==> config.mk <==
export PLATFORM = sky130hd
export DESIGN_NAME = sram16_responder_flat
export DESIGN_NICKNAME = d
export VERILOG_FILES = /design/src/rtl/sram16_responder_if.sv /design/src/rtl/sram16_responder.sv /design/src/flat_wrapper.sv
export SDC_FILE = /design/constraint.sdc
export NUM_CORES = 1
export LEC_CHECK = 0
export CAP_MARGIN = 15
export CORE_MARGIN = 10
export CORE_UTILIZATION = 45
export DETAILED_ROUTE_END_ITERATION = 16
export PLACE_DENSITY = 0.86
export SKIP_CTS_REPAIR_TIMING = 1
export SLEW_MARGIN = 20
export SYNTH_ARGS = -nofsm -noshare
export SYNTH_HDL_FRONTEND = slang
export SYNTH_SLANG_ARGS = --single-unit
==> constraint.sdc <==
create_clock -name clk -period 3.3 [get_ports clk]
set_input_delay 0.495 -clock clk [delete_from_list [all_inputs] [get_ports clk]]
set_output_delay 0.495 -clock clk [all_outputs]
set_load 0.05 [all_outputs]
==> src/rtl/sram16_responder_if.sv <==
// CPU-side 32-bit read/write/waitrequest bus between the fabric and the SRAM responder.
interface sram16_responder_if #(
    parameter int unsigned ADDR_WIDTH = 18
);
    logic [ADDR_WIDTH-1:0] address;
    logic                  read;
    logic                  write;
    logic [31:0]           writedata;
    logic [3:0]            byteenable;
    logic [31:0]           readdata;
    logic                  waitrequest;

    modport master (
        output address, read, write, writedata, byteenable,
        input  readdata, waitrequest
    );

    modport slave (
        input  address, read, write, writedata, byteenable,
        output readdata, waitrequest
    );
endinterface

==> src/rtl/sram16_responder.sv <==
// Serves each 32-bit bus word as two 16-bit async SRAM cycles (high half first),
// skipping write halves with no enabled bytes. waitrequest stays high until DONE.
module sram16_responder #(
    parameter int unsigned ADDR_WIDTH  = 18,
    parameter int unsigned WAIT_CYCLES = 2
) (
    input  logic                clk,
    input  logic                reset_n,
    sram16_responder_if.slave   bus,
    output logic [ADDR_WIDTH:0] sram_addr,
    output logic [15:0]         sram_dq_out,
    input  logic [15:0]         sram_dq_in,
    output logic                sram_dq_oe,
    output logic                sram_ce_n,
    output logic                sram_oe_n,
    output logic                sram_we_n,
    output logic                sram_ub_n,
    output logic                sram_lb_n
);

    typedef enum logic [2:0] {StIdle, StSetup, StStrobe, StHold, StDone} state_e;

    state_e              state_q, state_d;
    logic                phase_q, phase_d;     // 0 = high halfword, 1 = low halfword
    logic [3:0]          cnt_q, cnt_d;
    logic                op_write_q, op_write_d;
    logic [3:0]          be_q;
    logic [ADDR_WIDTH:0] addr_q;
    logic [15:0]         dq_q;
    logic [31:0]         readdata_q;
    logic                load;                 // sample bus inputs on SETUP entry
    logic                capture;              // last STROBE edge of a read
    logic [1:0]          half_be;

    assign half_be          = phase_q ? be_q[1:0] : be_q[3:2];
    assign bus.readdata     = readdata_q;
    assign bus.waitrequest  = (bus.read | bus.write) & (state_q != StDone);
    assign sram_addr        = addr_q;
    assign sram_dq_out      = dq_q;

    // Control state register with synchronous reset.
    always_ff @(posedge clk) begin
        if (!reset_n) begin
            state_q    <= StIdle;
            phase_q    <= 1'b0;
            cnt_q      <= 4'd0;
            op_write_q <= 1'b0;
        end else begin
            state_q    <= state_d;
            phase_q    <= phase_d;
            cnt_q      <= cnt_d;
            op_write_q <= op_write_d;
        end
    end

    // Next-state logic; write takes priority over read when both are requested.
    always_comb begin
        state_d    = state_q;
        phase_d    = phase_q;
        cnt_d      = cnt_q;
        op_write_d = op_write_q;
        load       = 1'b0;
        capture    = 1'b0;
        case (state_q)
            StIdle: begin
                if (bus.write) begin
                    op_write_d = 1'b1;
                    if (|bus.byteenable) begin
                        state_d = StSetup;
                        phase_d = ~|bus.byteenable[3:2];
                        load    = 1'b1;
                    end else begin
                        state_d = StDone;
                    end
                end else if (bus.read) begin
                    op_write_d = 1'b0;
                    state_d    = StSetup;
                    phase_d    = 1'b0;
                    load       = 1'b1;
                end
            end
            StSetup: begin
                state_d = StStrobe;
                cnt_d   = WAIT_CYCLES[3:0];
            end
            StStrobe: begin
                if (cnt_q <= 4'd1) begin
                    state_d = StHold;
                    capture = ~op_write_q;
                end else begin
                    cnt_d = cnt_q - 4'd1;
                end
            end
            StHold: begin
                // Reads always do the low half; writes only if a low byte is enabled.
                if (!phase_q && (!op_write_q || (|be_q[1:0]))) begin
                    state_d = StSetup;
                    phase_d = 1'b1;
                    load    = 1'b1;
                end else begin
                    state_d = StDone;
                end
            end
            StDone:  state_d = StIdle;
            default: state_d = StIdle;
        endcase
    end

    // SRAM pin decode from the registered state only, so strobes never glitch on bus inputs.
    always_comb begin
        sram_ce_n  = 1'b1;
        sram_oe_n  = 1'b1;
        sram_we_n  = 1'b1;
        sram_ub_n  = 1'b1;
        sram_lb_n  = 1'b1;
        sram_dq_oe = 1'b0;
        case (state_q)
            StSetup, StHold: begin
                sram_ce_n  = 1'b0;
                sram_dq_oe = op_write_q;
            end
            StStrobe: begin
                sram_ce_n  = 1'b0;
                sram_dq_oe = op_write_q;
                if (op_write_q) begin
                    sram_we_n = 1'b0;
                    sram_ub_n = ~half_be[1];
                    sram_lb_n = ~half_be[0];
                end else begin
                    sram_oe_n = 1'b0;
                    sram_ub_n = 1'b0;
                    sram_lb_n = 1'b0;
                end
            end
            default: ;
        endcase
    end

    // Datapath: address/data latched per halfword, read halves captured at end of STROBE.
    always_ff @(posedge clk) begin
        if (!reset_n) begin
            be_q       <= 4'd0;
            addr_q     <= '0;
            dq_q       <= 16'd0;
            readdata_q <= 32'd0;
        end else begin
            if (load) begin
                be_q   <= bus.byteenable;
                addr_q <= {bus.address, phase_d};
                dq_q   <= phase_d ? bus.writedata[15:0] : bus.writedata[31:16];
            end
            if (capture) begin
                if (phase_q) begin
                    readdata_q[15:0] <= sram_dq_in;
                end else begin
                    readdata_q[31:16] <= sram_dq_in;
                end
            end
        end
    end

endmodule

==> src/flat_wrapper.sv <==
// flat-port wrapper written by rule: the top's interface ports become plain ports
module sram16_responder_flat 
#(
    parameter int unsigned ADDR_WIDTH  = 18,
    parameter int unsigned WAIT_CYCLES = 2
)
  (clk, reset_n, sram_addr, sram_dq_out, sram_dq_in, sram_dq_oe, sram_ce_n, sram_oe_n, sram_we_n, sram_ub_n, sram_lb_n, bus_address, bus_read, bus_write, bus_writedata, bus_byteenable, bus_readdata, bus_waitrequest);
  sram16_responder_if #(.ADDR_WIDTH(ADDR_WIDTH)) bus_i ();
  input  logic clk;
  input  logic reset_n;
  output logic [ADDR_WIDTH:0] sram_addr;
  output logic [15:0] sram_dq_out;
  input  logic [15:0] sram_dq_in;
  output logic sram_dq_oe;
  output logic sram_ce_n;
  output logic sram_oe_n;
  output logic sram_we_n;
  output logic sram_ub_n;
  output logic sram_lb_n;
  input wire logic [$bits(bus_i.address)-1:0] bus_address;
  input wire logic [$bits(bus_i.read)-1:0] bus_read;
  input wire logic [$bits(bus_i.write)-1:0] bus_write;
  input wire logic [$bits(bus_i.writedata)-1:0] bus_writedata;
  input wire logic [$bits(bus_i.byteenable)-1:0] bus_byteenable;
  output wire logic [$bits(bus_i.readdata)-1:0] bus_readdata;
  output wire logic [$bits(bus_i.waitrequest)-1:0] bus_waitrequest;
  assign bus_i.address = bus_address;
  assign bus_i.read = bus_read;
  assign bus_i.write = bus_write;
  assign bus_i.writedata = bus_writedata;
  assign bus_i.byteenable = bus_byteenable;
  assign bus_readdata = bus_i.readdata;
  assign bus_waitrequest = bus_i.waitrequest;
  sram16_responder #(.ADDR_WIDTH(ADDR_WIDTH), .WAIT_CYCLES(WAIT_CYCLES)) u_core (.clk(clk), .reset_n(reset_n), .bus(bus_i), .sram_addr(sram_addr), .sram_dq_out(sram_dq_out), .sram_dq_in(sram_dq_in), .sram_dq_oe(sram_dq_oe), .sram_ce_n(sram_ce_n), .sram_oe_n(sram_oe_n), .sram_we_n(sram_we_n), .sram_ub_n(sram_ub_n), .sram_lb_n(sram_lb_n));
endmodule
==> summary.md <==
| Metric | Value |
|---|---|
| Outcome | finished, final reports clean |
| Site Rows | 30 |
| Setup TNS | 0 ns |
| GRT Residual Overflow | 0 |
| Input/output buffers | ~150 |
| Area growth syn-to-layout | 53.9% |
| CP Cell Sequence | mux2_2 > o21ai_0 > clkdlybuf4s50_1 |
| Most common cell in the netlist | dfxtp_1 |
| Share of cells above drive strength 1 | around 7.8% |
| Syn avg cell area | about 9 µm² |
| First-pass GRT wire length | between 15000 and 20000 µm |
| Slew at the pin closest to its max-slew limit | about 0.74 ns |
| Leakage | around 2 nW |
| First DRT Iteration DRCs | 87 |
| Number of synthesized flops with an enable pin | 0 |
| Fmax | ~350 MHz |
| Routed wire per std cell | 16.6 µm |
| Critical Path Source Type | flop |
| Initial DRT Pass Iterations | 5 |
| CP endpoint kind | primary output |
| Largest net degree at the start of global routing | 39 |
| Slowest cell on crit path | clkdlybuf4s50_1 |
| Top FF cell, synth | dfxtp_1 |
| Clock root buffer | clkbuf_8 |
| Max-cap viol count | 0 |
| FF-to-FF setup slack | between 1 and 1.5 ns |
| Initial core utilization | a little under half |
| Sink Count | 80 |
| Final hold violations | 0 |
| Synth area leaders | dfxtp_1 (49%), mux2i_1 (9.9%), a21oi_1 (9.1%), nand2_1 (7.3%), nor2_1 (5.3%) |
| Share of the synthesized area in the top cell type | roughly half |
| Pwr/cell area | 940 nW/µm² |
| Syn Inst Count | 370 |
| Slew HR | between 50% and 60% |
| Top delay family on crit path | buffers and inverters |
| Dpl hpwl | 7640 µm |
| Largest stage delay, worst path | slightly below 0.9 ns |
| DIE WIDTH | between 100 and 150 µm |
| Clock buffer depth | 2 |
| Initial antenna violation count | 0 |
| Vias per cell | approximately 5.1 |
| Die ar. | between 10000 and 15000 µm² |
| Max Slew Vio Count | 0 |
| Vias in the first global route | between 3000 and 4000 |
| CP Buf/Inv Count | 1 |
| H-tree depth | 3 |
| Final setup viols | 0 |
| Final Util | between 70% and 80% |
| Crit path DAT | 2.38 ns |
| Unrepaired setup endpoints after global routing | no |
| Reg clk slew, reported paths | ~0.08 ns |
| Die Span Y | 105 µm |
| Core area | between 6000 and 7000 µm² |
| Vias post-DR | ~3100 |
| DR DRC count | 0 |
| Post-synthesis sequential area ratio | around half |
| Clock skew | 0.00710 ns |
| Worst Path Class, Setup | flop to primary output |
| Routed WL | approximately 10000 µm |
| Max FO, Critical Path | 9 |
| Routability cong. | just over 0.8 |
| Worst Hold Class | flop to flop |
| CTS buffer count | 9 |
| CTS tree | built |
| VDD IR max | between 0.5 and 0.6 mV |
| Layout net count | approximately 600 |
| Syn Nets | approximately 450 |
| Synth unique cells | 40 |
| Ys Warns | 0 |
| Post-synth ARST share | 0% |
| Diode count | 0 |
| GRT Total Usage | 18.0% |
| Fin Hold WS | around 0.45 ns |
| Top-Level Pins | about 150 |
| Netlist Area Pre-Place | 3250 µm² |
| Top cells by count, synth | dfxtp_1 (80), nand2_1 (63), a21oi_1 (59), nor2_1 (46), mux2i_1 (32) |
| Fin crit share | about 87% |
| Non-filler cells, final | about 600 |
| Placed Instances | just under 600 |
| Post-layout min period | 2.87 ns |
| Final ANT Viol Nets | 0 |
| Number of synthesized register bits | 80 |
| Crit path required time | 2.80 ns |
| Clock Latency Late Sink | approximately 0.35 ns |
| Cell accounting for the most synthesized area | dfxtp_1 |
metrics by stage:
stage / instance area [µm²] / worst slack (ns) / power, mW
2_1_floorplan: 3250 / 0.763 / 3.15
3_3_place_gp: 4770 / 0.782 / 3.83
3_5_place_dp: 4770 / 0.746 / 3.90
4_1_cts: 4990 / 0.415 / 4.73
5_1_grt: 4990 / 0.373 / 4.97
6_report: 4990 / 0.428 / 4.70
path summary, 6_finish.rpt:
| check | from | to | depth (start not counted) |
|---|---|---|---|
| max | u_core.phase_q$_SDFF_PN0_ | sram_lb_n | 3 |
| min reg2reg | u_core.sram_addr[11]$_SDFFE_PN0P_ | u_core.sram_addr[11]$_SDFFE_PN0P_ | 2 |
| max reg2reg | u_core.cnt_q[0]$_SDFFE_PN0P_ | u_core.bus.readdata[14]$_SDFFE_PN0P_ | 7 |
| min | u_core.sram_addr[11]$_SDFFE_PN0P_ | u_core.sram_addr[11]$_SDFFE_PN0P_ | 2 |
tightest hold or removal path, cell delays in order, from the launching register on:
cell	delay [ns]
dfxtp_1	0.32
nand2_1	0.05
a21oi_1	0.05
report_power, final:
part	internal [mW]	switching (mW)	total (mW)	leakage (nW)
clock	0.449	0.361	0.810	0.105
combinational	0.862	1.63	2.49	1.20
sequential	1.22	0.176	1.40	0.655
placed cells by master (no fill, tap or decap), drive strengths merged, types with 4 or more instances in the layout:
cell type | netlist | routed
clkbuf | 10 | 10
a21oi | 61 | 61
dfxtp | 80 | 80
clkdlybuf4s50 | 0 | 147
nand2 | 63 | 63
buf | 14 | 6
nor2 | 47 | 47
o21ai | 21 | 21
inv | 6 | 6
mux2i | 32 | 32
a211oi | 4 | 4
cells by family after synthesis:
family / after synthesis / synth area share (%)
AO/OA/AOI/OAI: 94 / 16.5
flip-flops: 80 / 49.3
AND/OR/NAND/NOR: 127 / 17.0
adder cells (fa/ha/maj): 2 / 0.771
buffers and inverters: 30 / 5.01
XOR/XNOR: 3 / 0.810
multiplexers: 34 / 10.6
final cells by class:
type	instances	area (µm²)
fillers	537	1910
flip-flops and latches	80	1600
repair buffers	153	1530
multi-input cells	260	1490
clock buffers	10	138
well taps	96	120
clock inverters	6	91.3
inverters	6	22.5
layer usage:
| metal | up-vias | routed length [µm] | track usage, % |
|---|---|---|---|
| met5 | - | 0 | 0 |
| met4 | 0 | 198 | 7.35 |
| met3 | 15 | 1000 | 8.23 |
| met2 | 116 | 5100 | 31.2 |
| met1 | 1465 | 3850 | 18.3 |
| li1 | 1533 | - | - |
sequential cells by signal, indices dropped and copies added, names as in the netlist:
register,flops
u_core.bus.readdata,32
u_core.op_write_q,1
u_core.be_q,4
u_core.phase_q,1
u_core.cnt_q,4
u_core.sram_dq_out,16
u_core.sram_addr,19
u_core.state_q,3
Note: power is estimated with default switching activity, not from simulation.
